===== src/rtl/f1_pkg.sv =====
// Shared types and constants for the F1 reaction timer.
//   Contents: FSM state enum, light-bus patterns, BCD digit type and saturation value.
//   No logic; imported by the counter and the top.
package f1_pkg;

  typedef enum logic [2:0] {
    RT_IDLE,
    RT_ARMED,
    RT_TIMING,
    RT_DONE,
    RT_FALSE
  } rt_state_t;

  localparam logic [7:0] LIGHTS_ALL_ON = 8'hFF;
  localparam logic [7:0] LIGHTS_OFF    = 8'h00;

  typedef logic [3:0] bcd_digit_t;

  localparam bcd_digit_t  BCD_DIGIT_MAX = 4'd9;
  localparam logic [15:0] BCD_MAX       = 16'h9999;

endpackage


===== src/rtl/f1_reaction_timer_if.sv =====
// Light-bus / button / display bundle between the start-light sequencer side and the timer.
//   master: drives lights and btn, observes the result.  slave: the timer itself.
//   Plain level signals; no handshake, nothing is ever backpressured.
interface f1_reaction_timer_if;
  logic [7:0]  lights;        // thermometer-coded start lights
  logic        btn;           // asynchronous driver button, active-high
  logic [15:0] bcd;           // reaction time, 4 BCD digits
  logic        result_valid;  // bcd holds a completed measurement
  logic        false_start;   // button pressed before lights out
  logic        timeout;       // 9999 ms reached without a press
  logic        timing;        // counter running

  modport master (
    output lights, btn,
    input  bcd, result_valid, false_start, timeout, timing
  );

  modport slave (
    input  lights, btn,
    output bcd, result_valid, false_start, timeout, timing
  );
endinterface


===== src/rtl/bcd_counter4.sv =====
// Four-digit cascaded BCD counter (0000-9999) that saturates at 9999.
//   Ports: clk, rst (sync, active-low), clr, inc, q[15:0] (thousands in [15:12]), at_max.
//   q updates one cycle after clr/inc; clr beats inc; inc at 9999 holds 9999.
module bcd_counter4
  import f1_pkg::*;
(
  input  logic        clk,
  input  logic        rst,
  input  logic        clr,
  input  logic        inc,
  output logic [15:0] q,
  output logic        at_max
);

  logic [15:0] q_q, q_d;
  logic        carry;
  bcd_digit_t  digit;

  assign at_max = (q_q == BCD_MAX);
  assign q      = q_q;

  // Ripple the increment up through the digits; a digit at 9 rolls to 0
  // and passes the carry on. Saturation blocks the carry at 9999.
  always_comb begin
    q_d   = q_q;
    carry = inc && !at_max;
    digit = '0;
    for (int i = 0; i < 4; i++) begin
      digit = q_q[i*4 +: 4];
      if (carry) begin
        if (digit == BCD_DIGIT_MAX) begin
          q_d[i*4 +: 4] = '0;
        end else begin
          q_d[i*4 +: 4] = digit + 4'd1;
          carry         = 1'b0;
        end
      end
    end
    if (clr) begin
      q_d = '0;
    end
  end

  always_ff @(posedge clk) begin
    if (!rst) begin
      q_q <= '0;
    end else begin
      q_q <= q_d;
    end
  end

endmodule


===== src/rtl/f1_reaction_timer.sv =====
// Measures driver reaction in ms from lights-out to button press; flags jump starts and timeouts.
//   Ports: clk, rst (sync, active-low), bus (slave modport: lights/btn in, bcd + status flags out).
//   Press acts SYNC_STAGES+1 edges after btn is first sampled high; outputs are registered, never backpressured.
module f1_reaction_timer
  import f1_pkg::*;
#(
  parameter int unsigned CLK_PER_MS  = 48000,
  parameter int unsigned SYNC_STAGES = 2
) (
  input  logic               clk,
  input  logic               rst,
  f1_reaction_timer_if.slave bus
);

  localparam int unsigned PRESC_W = (CLK_PER_MS > 1) ? $clog2(CLK_PER_MS) : 1;
  localparam logic [PRESC_W-1:0] PRESC_LAST = PRESC_W'(CLK_PER_MS - 1);

  rt_state_t               state_q, state_d;
  logic [SYNC_STAGES-1:0]  sync_q;
  logic                    btn_prev_q;
  logic [7:0]              lights_q;
  logic [PRESC_W-1:0]      presc_q, presc_d;
  logic                    rv_q, rv_d;
  logic                    fs_q, fs_d;
  logic                    to_q, to_d;

  logic                    press;
  logic                    lights_out;
  logic                    tick;
  logic                    cnt_clr, cnt_inc;
  logic [15:0]             cnt_q;
  logic                    cnt_at_max;

  // Rising edge of the synchronised button is a single-cycle press.
  assign press      = sync_q[SYNC_STAGES-1] && !btn_prev_q;
  assign lights_out = (lights_q == LIGHTS_ALL_ON) && (bus.lights == LIGHTS_OFF);
  assign tick       = (state_q == RT_TIMING) && (presc_q == PRESC_LAST);

  bcd_counter4 u_cnt (
    .clk    (clk),
    .rst    (rst),
    .clr    (cnt_clr),
    .inc    (cnt_inc),
    .q      (cnt_q),
    .at_max (cnt_at_max)
  );

  always_comb begin
    state_d = state_q;
    rv_d    = rv_q;
    fs_d    = fs_q;
    to_d    = to_q;
    cnt_clr = 1'b0;
    cnt_inc = 1'b0;
    // Prescaler only runs in TIMING, so it is always 0 on TIMING entry.
    presc_d = '0;
    if (state_q == RT_TIMING) begin
      presc_d = (presc_q == PRESC_LAST) ? '0 : presc_q + PRESC_W'(1);
    end

    unique case (state_q)
      RT_IDLE: begin
        if (bus.lights != LIGHTS_OFF) begin
          state_d = RT_ARMED;
          cnt_clr = 1'b1;
          rv_d    = 1'b0;
          fs_d    = 1'b0;
          to_d    = 1'b0;
        end
      end
      RT_ARMED: begin
        // A press in the lights-out cycle still counts as a jump.
        if (press) begin
          state_d = RT_FALSE;
          fs_d    = 1'b1;
          cnt_clr = 1'b1;
        end else if (lights_out) begin
          state_d = RT_TIMING;
          cnt_clr = 1'b1;
        end else if (bus.lights == LIGHTS_OFF) begin
          state_d = RT_IDLE;
        end
      end
      RT_TIMING: begin
        // A tick coinciding with the press is not counted: only whole ms elapsed.
        if (press) begin
          state_d = RT_DONE;
          rv_d    = 1'b1;
        end else if (tick) begin
          if (cnt_at_max) begin
            state_d = RT_DONE;
            to_d    = 1'b1;
          end else begin
            cnt_inc = 1'b1;
          end
        end
      end
      RT_DONE, RT_FALSE: begin
        if (bus.lights != LIGHTS_OFF) begin
          state_d = RT_ARMED;
          cnt_clr = 1'b1;
          rv_d    = 1'b0;
          fs_d    = 1'b0;
          to_d    = 1'b0;
        end
      end
      default: begin
        state_d = RT_IDLE;
      end
    endcase
  end

  always_ff @(posedge clk) begin
    if (!rst) begin
      state_q    <= RT_IDLE;
      sync_q     <= '0;
      btn_prev_q <= 1'b0;
      lights_q   <= '0;
      presc_q    <= '0;
      rv_q       <= 1'b0;
      fs_q       <= 1'b0;
      to_q       <= 1'b0;
    end else begin
      state_q    <= state_d;
      sync_q     <= {sync_q[SYNC_STAGES-2:0], bus.btn};
      btn_prev_q <= sync_q[SYNC_STAGES-1];
      lights_q   <= bus.lights;
      presc_q    <= presc_d;
      rv_q       <= rv_d;
      fs_q       <= fs_d;
      to_q       <= to_d;
    end
  end

  assign bus.bcd          = cnt_q;
  assign bus.result_valid = rv_q;
  assign bus.false_start  = fs_q;
  assign bus.timeout      = to_q;
  assign bus.timing       = (state_q == RT_TIMING);

endmodule


===== src/flat_wrapper.sv =====
// flat-port wrapper written by rule: the top's interface ports become plain ports
module f1_reaction_timer_flat import f1_pkg::*;
#(
  parameter int unsigned CLK_PER_MS  = 48000,
  parameter int unsigned SYNC_STAGES = 2
)
  (clk, rst, bus_lights, bus_btn, bus_bcd, bus_result_valid, bus_false_start, bus_timeout, bus_timing);
  f1_reaction_timer_if bus_i ();
  input  logic clk;
  input  logic rst;
  input wire logic [$bits(bus_i.lights)-1:0] bus_lights;
  input wire logic [$bits(bus_i.btn)-1:0] bus_btn;
  output wire logic [$bits(bus_i.bcd)-1:0] bus_bcd;
  output wire logic [$bits(bus_i.result_valid)-1:0] bus_result_valid;
  output wire logic [$bits(bus_i.false_start)-1:0] bus_false_start;
  output wire logic [$bits(bus_i.timeout)-1:0] bus_timeout;
  output wire logic [$bits(bus_i.timing)-1:0] bus_timing;
  assign bus_i.lights = bus_lights;
  assign bus_i.btn = bus_btn;
  assign bus_bcd = bus_i.bcd;
  assign bus_result_valid = bus_i.result_valid;
  assign bus_false_start = bus_i.false_start;
  assign bus_timeout = bus_i.timeout;
  assign bus_timing = bus_i.timing;
  f1_reaction_timer #(.CLK_PER_MS(CLK_PER_MS), .SYNC_STAGES(SYNC_STAGES)) u_core (.clk(clk), .rst(rst), .bus(bus_i));
endmodule

===== config.mk =====
export PLATFORM = sky130hd
export DESIGN_NAME = f1_reaction_timer_flat
export DESIGN_NICKNAME = d
export VERILOG_FILES = /design/src/rtl/f1_pkg.sv /design/src/rtl/f1_reaction_timer_if.sv /design/src/rtl/bcd_counter4.sv /design/src/rtl/f1_reaction_timer.sv /design/src/flat_wrapper.sv
export SDC_FILE = /design/constraint.sdc
export NUM_CORES = 1
export LEC_CHECK = 0
export CORE_ASPECT_RATIO = 1.5
export CORE_UTILIZATION = 40
export DETAILED_ROUTE_END_ITERATION = 12
export PLACE_DENSITY = 0.67
export SETUP_SLACK_MARGIN = 0.05
export SLEW_MARGIN = 25
export SYNTH_ARGS = -nofsm -noshare
export SYNTH_HDL_FRONTEND = slang
export SYNTH_HIERARCHICAL = 1
export SYNTH_SLANG_ARGS = --single-unit

===== constraint.sdc =====
create_clock -name clk -period 7.7 [get_ports clk]
set_input_delay 1.54 -clock clk [delete_from_list [all_inputs] [get_ports clk]]
set_output_delay 1.54 -clock clk [all_outputs]
set_load 0.01 [all_outputs]

* Word level (Yosys, flattened, before mapping)
Cells that the tools add are included.
Word-level totals: bits in latches 0, register bits 49, memory bits (read-only) 0, bits of input ports 11, logic and storage cells 91, output and inout bits 20, memory bits (writable) 0, memories kept 0
Operators by class: reductions and logical operators 18, $lt $le $gt $ge 0, bitwise gates (word level) 2, equal/unequal tests 20, multiplexer cells 34, $mul 0, shift operators 0, divide/modulo/power cells 0, add/subtract/negate cells 5
Operators by type and width (number):
- $eq 16x16->1 const B | 2
- $mux 3 | 7
- $mux 1 | 18
- $add 16x1->16 const B | 1
- $add 4x1->4 const B | 4
- $eq 4x4->1 const B | 4
- $mux 4 | 4
- $ne 2x1->1 const B | 5
- $pmux 3 s3 | 1
- $eq 8x8->1 const B | 1
- $logic_not 8->1 | 1
- $pmux 1 s2 | 4
- $reduce_bool 8->1 | 1
- $eq 3x2->1 const B | 2
- $ne 3x1->1 const B | 2
- $reduce_and 3->1 | 2
- $reduce_or 3->1 | 2
- $reduce_and 5->1 | 1
- $logic_and 1x1->1 | 4
- $ne 4x1->1 const B | 1
- $reduce_and 4->1 | 1
- $reduce_bool 2->1 | 2
- $eq 3x1->1 const B | 1
- $eq 3x3->1 const B | 1
- other kinds (5) | 7

* Depth between registers and ports, before layout
Gate-level depths: netlist of the first run.
word-level depth 9, gate-level depth with buffers 11, gate-level depth less buffers 9

* By module
The synthesis of the first run kept the hierarchy.
By module, submodules not included:
- f1_reaction_timer | times used 1, seq. area each 660.6 um2, area an instance 1411.4 um2, cells an instance 149
- bcd_counter4 | times used 1, seq. area each 320.3 um2, area an instance 859.6 um2, cells an instance 101

* Least setup slack after synthesis of the first run
Ideal clock, no wire load.
path type input port to flip-flop, start input bus_lights[5], end register u_core.u_cnt.q_q[15], in the netlist u_core/u_cnt/q[15], path slack 4198 ps, cell stages on the path 10, arrival time 3374 ps, setup time 129 ps, data required time 7571 ps, cells stage by stage or4_4 > nor4_2 > nor3_1 > a211oi_1 > or2_1 > nand2b_1 > clkbuf_1 > nor2_1 > nand4_1 > nand2_1
Between the ends: cells in the longest elaborated chain, start to end 6, elaborated cells between the ends (all ways) 8, classes of those cells mux: 4; reduce/logical: 4
Ends and longest elaborated chain:
- start: declaration | RTL line flat_wrapper.sv:11 | input wire logic [$bits(bus_i.lights)-1:0] bus_lights;
- $logic_not 8->1 | RTL line f1_reaction_timer.sv:36 | assign lights_out = (lights_q == LIGHTS_ALL_ON) && (bus.lights == LIGHTS_OFF);
- $logic_and 1x1->1 | RTL line f1_reaction_timer.sv:36
- $mux 1 | RTL line f1_reaction_timer.sv:77 | end else if (lights_out) begin
- $mux 1 | RTL line f1_reaction_timer.sv:73 | if (press) begin
- $pmux 1 s2 * | RTL line f1_reaction_timer.sv:61 | unique case (state_q)
- via u_core.cnt_clr | RTL line f1_reaction_timer.sv:30 | logic cnt_clr, cnt_inc;
- $reduce_or 2->1 (no line) *
- end signal: assignment | RTL line bcd_counter4.sv:48 | q_q <= q_d;
- end: declaration | RTL line bcd_counter4.sv:15 | logic [15:0] q_q, q_d;
Mark *: on every way through the listed nets, which the timed path passes. The rest lies on a longest branch. A chain may end at the register's enable or synchronous reset.

* Final worst setup path of the first run
start input bus_lights[4], end register u_core.u_cnt.q_q[10], in the netlist u_core/u_cnt/q[10]
Same word-level chain as after synthesis.

==> impl_results.md, run 1 <==
* Slew HR at 63.10%
* Setup TNS at 0 ns
* Largest net degree at the start of global routing at 20
* DR DRC count at 0
* HP Start: u_core/sync_q[0]
* #FFs+latches synth at 49
* Drt wl/cell at around 12 um
* Ys Warns at 6
* RSZ-0062 raised after global routing: false
* Synthesized area per cell at ~9.1 um2
* Die area at between 5000 and 6000 um2
* Grt total ovfl at 0
* Met1 Track Usage GR at about 18%
* Antenna cells at 0
* Vias/cell at 5.251
* Routed Antenna Nets at 0
* Clock sinks at 49
* Final WS setup at 3.831 ns
* Max Freq at around 0.26 GHz
* Sequential share of the synthesized area at 43.20%
* Adder-cell share of the synthesized area at 0.5510%
* Peak supply drop at around 82 uV
* Simple-gate share of the synthesized area at 33.66%
* LEAKAGE at 0.8633 nW
* Total number of vias at 1838
* Most frequent cells in the layout: dfxtp_1 (49), clkdlybuf4s50_1 (30), nor2_1 (26)
* Crit start category: input pin
* Number of CTS-inserted buffers at 5
* Largest family of logic cells by synthesized area: simple AND/OR/NAND/NOR gates
* Worst R2R Start: u_core/presc_q[0]
* Worst-path clk slew at approximately 0.09 ns
* Worst-Skew Late Latency at 0.30 ns
* GR Util met3 at 3.398%
* Hold Violations, Final at 0
* Overall Global Routing Usage at roughly 16%
* Core area at 5450 um2
* Setup Viol. Count Final at 0
* Complex-gate fraction of the synthesized area at 12.62%
* Min cycle time layout at between 3 and 4 ns
* Net count, final at between 200 and 300
* Status: completed
* Crit Path Max Fanout at 13
* Port bufs at 30
* Final Max Tran Viols at 0
* Share of cells above drive strength 1 at 10.36%
* Clk_skew at ~0.0080 ns
* Chip width at about 64 um
* First drt pass iteration count at 4
* Top_reg_cell synth: dfxtp_1
* Fillers at 565
* Number of synthesized flops with an enable pin at 0
* Initial core utilization at between 40% and 50%
* CTS tree: yes
* Worst slew pin tran at ~0.55 ns
* PwrDens at 162.6 nW/um2
* RD Place Congestion at 0.8082
* Bufs on Longest Clock Path at 2
* Mux cell area share after synthesis at 0.4408%
* Global route hottest layer: met2
* Setup CP Type: in -> reg
* Syn Nets at 262
* Antenna violations before repair at 0
* Row count at 33
* Chip height at 94.28 um
* Initial DRC count at 60
* First-pass GRT wire length at 7693 um
* Async set or reset register ratio after synthesis at 0%
* HPWL after DPL at between 3000 and 4000 um
* PostCTS Resize Cnt at 0
* CTS root buf: clkbuf_8
* Critical Path Start: bus_lights[4]
* Synth cell types at 56
* Vias in the first global route at between 1500 and 2000
* Commonest non-fill, non-tap cell in the layout: dfxtp_1
* Overall routed net length at around 4300 um
* H-Tree Depth at 2
* Post-Place Worst Slack at 3.513 ns
* Final Util at between 40 and 50%
* Total setup buffers inserted after CTS at 0
* Mapped cell area at approximately 2300 um2
* I/O Pins at 31
* Post-CTS Hold Buffers at 0
* Synth Instances at 250
* Post-Synth XOR/XNOR Area at 5.785%
* Crit path arrival time at 4.07 ns
* Worst EP required at 7.90 ns
* Crit. End Element: register
* Min-Delay Path Class: reg -> reg
* Max cap viols at 0
* Crit share post-route at 50.25%
* Hold slack final at 0.4425 ns
* Area grow syn2layout at 19.28%
* GR Layer Usage met2 at between 20% and 30%
## Yosys cell counts, types with 3 or more instances
cell type | count | area [um2]
nand2_1 | 18 | 67.56
o21a_1 | 3 | 22.52
a31oi_1 | 4 | 25.02
dfxtp_1 | 49 | 980.9
inv_1 | 9 | 33.78
and2_1 | 12 | 75.07
buf_4 | 3 | 22.52
nor3b_1 | 3 | 22.52
nand3_1 | 7 | 35.03
nand4_1 | 4 | 25.02
nor4_2 | 3 | 37.54
xor2_1 | 4 | 35.03
nand2b_1 | 4 | 25.02
nor2b_1 | 4 | 25.02
a21oi_1 | 13 | 65.06
nor3b_2 | 3 | 37.54
and3_1 | 6 | 37.54
o21ai_0 | 9 | 45.04
xnor2_1 | 11 | 96.34
nor3_1 | 9 | 45.04
or3_1 | 3 | 18.77
nor2_1 | 26 | 97.59
## power breakdown
group          internal [mW]  switching (mW)
clock                 0.0812          0.0807
sequential             0.257         0.00205
combinational         0.0104         0.00921
## flip-flops by register name, summed over array words and instances, names as in the netlist
register                 count
u_core/u_cnt/q              16
u_core/bus.result_valid      1
u_core/bus.timeout           1
u_core/sync_q                2
u_core/bus.false_start       1
u_core/btn_prev_q            1
u_core/lights_q              8
u_core/state_q               3
u_core/presc_q              16
## worst max-delay path, stage by stage
cell	delay, ns
clkdlybuf4s50_1	0.43
or4_4	0.56
nor4_2	0.32
nor3_1	0.08
a211oi_1	0.20
or2_1	0.15
nand2b_1	0.46
nor2_1	0.08
a41o_1	0.25
## cells by family (layout without fill, tap and decap cells)
kind of cell               count (synthesis)  count (layout)
muxes                                      1               1
and+or+nand+nor                          124             124
DFF                                       49              49
AOI/OAI and AO/OA                         43              43
buffers and inverters                     17              47
xor gates and xnor gates                  15              15
adders and majority gates                  1               1
## worst paths after layout
path              depth (start not counted)  slack, ns                  to
setup / recovery                          9       3.83  u_core/u_cnt/q[10]
hold / removal                            1       0.44    u_core/sync_q[1]
setup reg to reg                          9       4.71  u_core/u_cnt/q[11]
hold reg to reg                           1       0.44    u_core/sync_q[1]
## cell type report
| class | instances | area, um2 | area share, % |
|---|---|---|---|
| clock inverter | 1 | 5.005 | 0.1848 |
| sequential | 49 | 980.9 | 36.21 |
| tap | 70 | 87.58 | 3.233 |
| inverter | 9 | 33.78 | 1.247 |
| timing repair buffer | 30 | 300.3 | 11.09 |
| multi-input combinational | 184 | 1205 | 44.48 |
| clock buffer | 7 | 96.34 | 3.557 |
## per-stage QoR
stage	cell area (um2)	instances	power [mW]
2_1_floorplan	2271	250	0.2751
3_3_place_gp	2608	342	0.2844
3_5_place_dp	2608	342	0.2847
4_1_cts	2709	350	0.4468
5_1_grt	2709	350	0.4585
6_report	2709	350	0.4405
## layer usage
layer  up-vias  routed length, um
li1        939                  -
met1       859               1858
met2        32               2183
met3         8                173
met4         0                 92
met5         -                  0
Power figures use the tool's default switching activity.
==> run 2: changes to the inputs <==
--- a/config.mk
+++ b/config.mk
@@ -8,7 +8,7 @@
 export CORE_ASPECT_RATIO = 1.5
 export CORE_UTILIZATION = 40
 export DETAILED_ROUTE_END_ITERATION = 12
-export PLACE_DENSITY = 0.67
+export PLACE_DENSITY = 0.7
 export SETUP_SLACK_MARGIN = 0.05
 export SLEW_MARGIN = 25
 export SYNTH_ARGS = -nofsm -noshare
==> constraint.sdc (replaced) <==
create_clock -name clk -period 3.1 [get_ports clk]
set_input_delay 0.62 -clock clk [delete_from_list [all_inputs] [get_ports clk]]
set_output_delay 0.62 -clock clk [all_outputs]
set_load 0.01 [all_outputs]
==> impl_results.md, run 2 (synthesis gave the netlist of run 1 again) <==
* Critical Path Start: u_core/presc_q[0]
* Initial core utilization at 41.67% (unchanged)
* Switching pwr at 0.2297 mW (+150%)
* Slew HR at 65.89% (+2.8 points)
* Chip width at 63.52 um (unchanged)
* Worst-path clk slew at 0.09 ns (about the same)
* Switch share at 21.81% (+0.94 points)
* Number of CTS-inserted buffers at 5 (unchanged)
* Post-DP Area at 2650 um2 (+1.6%)
* Routed Antenna Nets at 0 (unchanged)
* First-pass GRT wire length at 7465 um (-3.0%)
* Total setup buffers inserted after CTS at 0 (unchanged)
* Setup TNS at 0 ns (unchanged)
* Crit share post-route at 90.59%
* LEAKAGE at 0.8806 nW (+2.0%)
* Final Cell Area at 2733 um2 (+0.88%)
* Worst-Skew Late Latency at 0.30 ns (about the same)
* Initial DRC count at 67 (+12%)
* Net count, final at 295 (+1.4%)
* Antenna cells at 0 (unchanged)
* Setup CP Type: reg -> reg
* Worst R2R Start: u_core/presc_q[0]
* RD Place Congestion at 0.7621 (-5.7%)
* RSZ-0062 raised after global routing: false
* Overall routed net length at 4227 um (-1.9%)
* HP Start: u_core/sync_q[0]
* Commonest non-fill, non-tap cell in the layout: dfxtp_1
* Crit path max-delay cell type: nor4_2
* Sequential Area at 980.9 um2 (unchanged)
* Antenna violations before repair at 0 (unchanged)
* Area of the multi-input gates at 1205 um2 (unchanged)
* Comb power frac at 4.9% (+0.4 points)
* Grt total ovfl at 0 (unchanged)
* Total number of vias at 1864 (+1.4%)
* Share of cells above drive strength 1 at 11.27% (+0.91 points)
* PostCTS Resize Cnt at 0 (unchanged)
* Drt wl/cell at 11.94 um (-3.0%)
* Max Freq at around 0.36 GHz
* Port bufs at 30 (unchanged)
* Area grow syn2layout at 20.33%
* DR DRC count at 0 (unchanged)
* Largest net degree at the start of global routing at 20 (unchanged)
* Min cycle time layout at 2.808 ns
* Post-CTS Hold Buffers at 0 (unchanged)
* Peak supply drop at 184.2 uV (+120%)
* Vias/cell at 5.266 (+0.27%)
* Clock group share of total power at 34.1% (-2.7 points)
* Overall Global Routing Usage at 15.47% (-0.48 points)
* Min-Delay Path Class: reg -> reg
* Inst Count DP at 346 (+1.2%)
* Crit start category: register
* CTS tree: yes
* Total power at 1.053 mW (+140%)
* Setup Viol. Count Final at 0 (unchanged)
* Final Max Tran Viols at 0 (unchanged)
* Clock sinks at 49 (unchanged)
* Vias in the first global route at 1721 (-1.3%)
* Hold slack final at 0.4427 ns (+0.0002190 ns)
* Critical Path, Cell by Cell: ha_1 > nand4_1 > nor4_2 > nand2_1 > nor3b_1 > and2_1 > and3_1 > buf_4 > nand4b_1 > a21oi_1
* Clk_skew at 0.008292 ns (+0.0002938 ns)
* Worst EP required at 3.33 ns (-4.57 ns)
* PwrDens at 385.5 nW/um2 (+140%)
* Die area at 5989 um2 (unchanged)
* Max incr delay on CP at 0.41 ns (-0.15 ns)
* Worst slew pin tran at 0.5100 ns (-0.04354 ns)
* Hold Violations, Final at 0 (unchanged)
* First drt pass iteration count at 5 (+1)
* H-Tree Depth at 2 (unchanged)
* Crit Path Max Fanout at 8 (-5)
* I/O Pins at 31 (unchanged)
* Status: completed
* CTS root buf: clkbuf_8
* Bufs on Longest Clock Path at 2 (unchanged)
* Crit path arrival time at 3.04 ns (-1.03 ns)
* Chip height at 94.28 um (unchanged)
* Crit. End Element: register
* HPWL after DPL at 3060 um (-1.6%)
* Fillers at 553 (-2.1%)
* Most frequent cells in the layout: dfxtp_1 (49), clkdlybuf4s50_1 (30), nor2_1 (26)
* Row count at 33 (unchanged)
* Seq pwr share at 61.0% (+2.2 points)
* Core area at 5450 um2 (unchanged)
* Max cap viols at 0 (unchanged)
* Post-route insts no fill at 354 (+1.1%)
* Internal power at 0.8236 mW (+140%)
run 2: cell types whose count changed in the layout (fill, tap and decap cells not counted), sizes merged:
cell | before | now
buf | 0 | 4
clkbuf | 7 | 6
clkinv | 1 | 2
run 2: per-stage QoR:
stage / utilization [%] / setup slack (ns)
2_1_floorplan: - / 0.5179
3_3_place_gp: 48.62 / 0.1336
3_5_place_dp: 48.62 / 0.09808
4_1_cts: 50.14 / 0.2744
5_1_grt: 50.14 / 0.06339
6_report: 50.14 / 0.2918
run 2: power by group through the flow:
stage	clock network, mW	registers [mW]	logic [mW]
2_1_floorplan	0	0.657	0.0263
3_3_place_gp	0	0.658	0.0511
5_1_grt	0.400	0.645	0.0573
4_1_cts	0.372	0.643	0.0517
6_report	0.359	0.643	0.0516
3_5_place_dp	0	0.658	0.0514
run 2: worst paths after layout:
kind                       end  slack, ns  cells after the start
max          u_core/u_cnt/q[9]       0.29                     10
min           u_core/sync_q[1]       0.44                      1
min reg2reg   u_core/sync_q[1]       0.44                      1
max reg2reg  u_core/u_cnt/q[9]       0.29                     10
run 2: area by class of cell:
cell class	count	share of cell area, %
clock inverter	2	0.3663
timing repair buffer	34	12.55
multi-input combinational	184	44.09
clock buffer	6	2.656
sequential	49	35.90
tap	70	3.205
inverter	9	1.236
run 2: critical path: cells and delay by family (launching register included):
kind	cells	cell delay, ns
AOI/OAI and AO/OA	1	0.17
adders and majority gates	1	0.25
buffers and inverters	1	0.17
DFF	1	0.36
and+or+nand+nor	7	1.77
run 2: layer usage:
layer	track usage [%]	vias to the layer above	share of wire, %	wire (um)
met1	18.22	863	44	1860
met2	27.04	44	51	2146
met5	0	-	0	0
li1	-	947	-	-
met3	3.398	10	3.6	152
met4	5.682	0	1.6	67
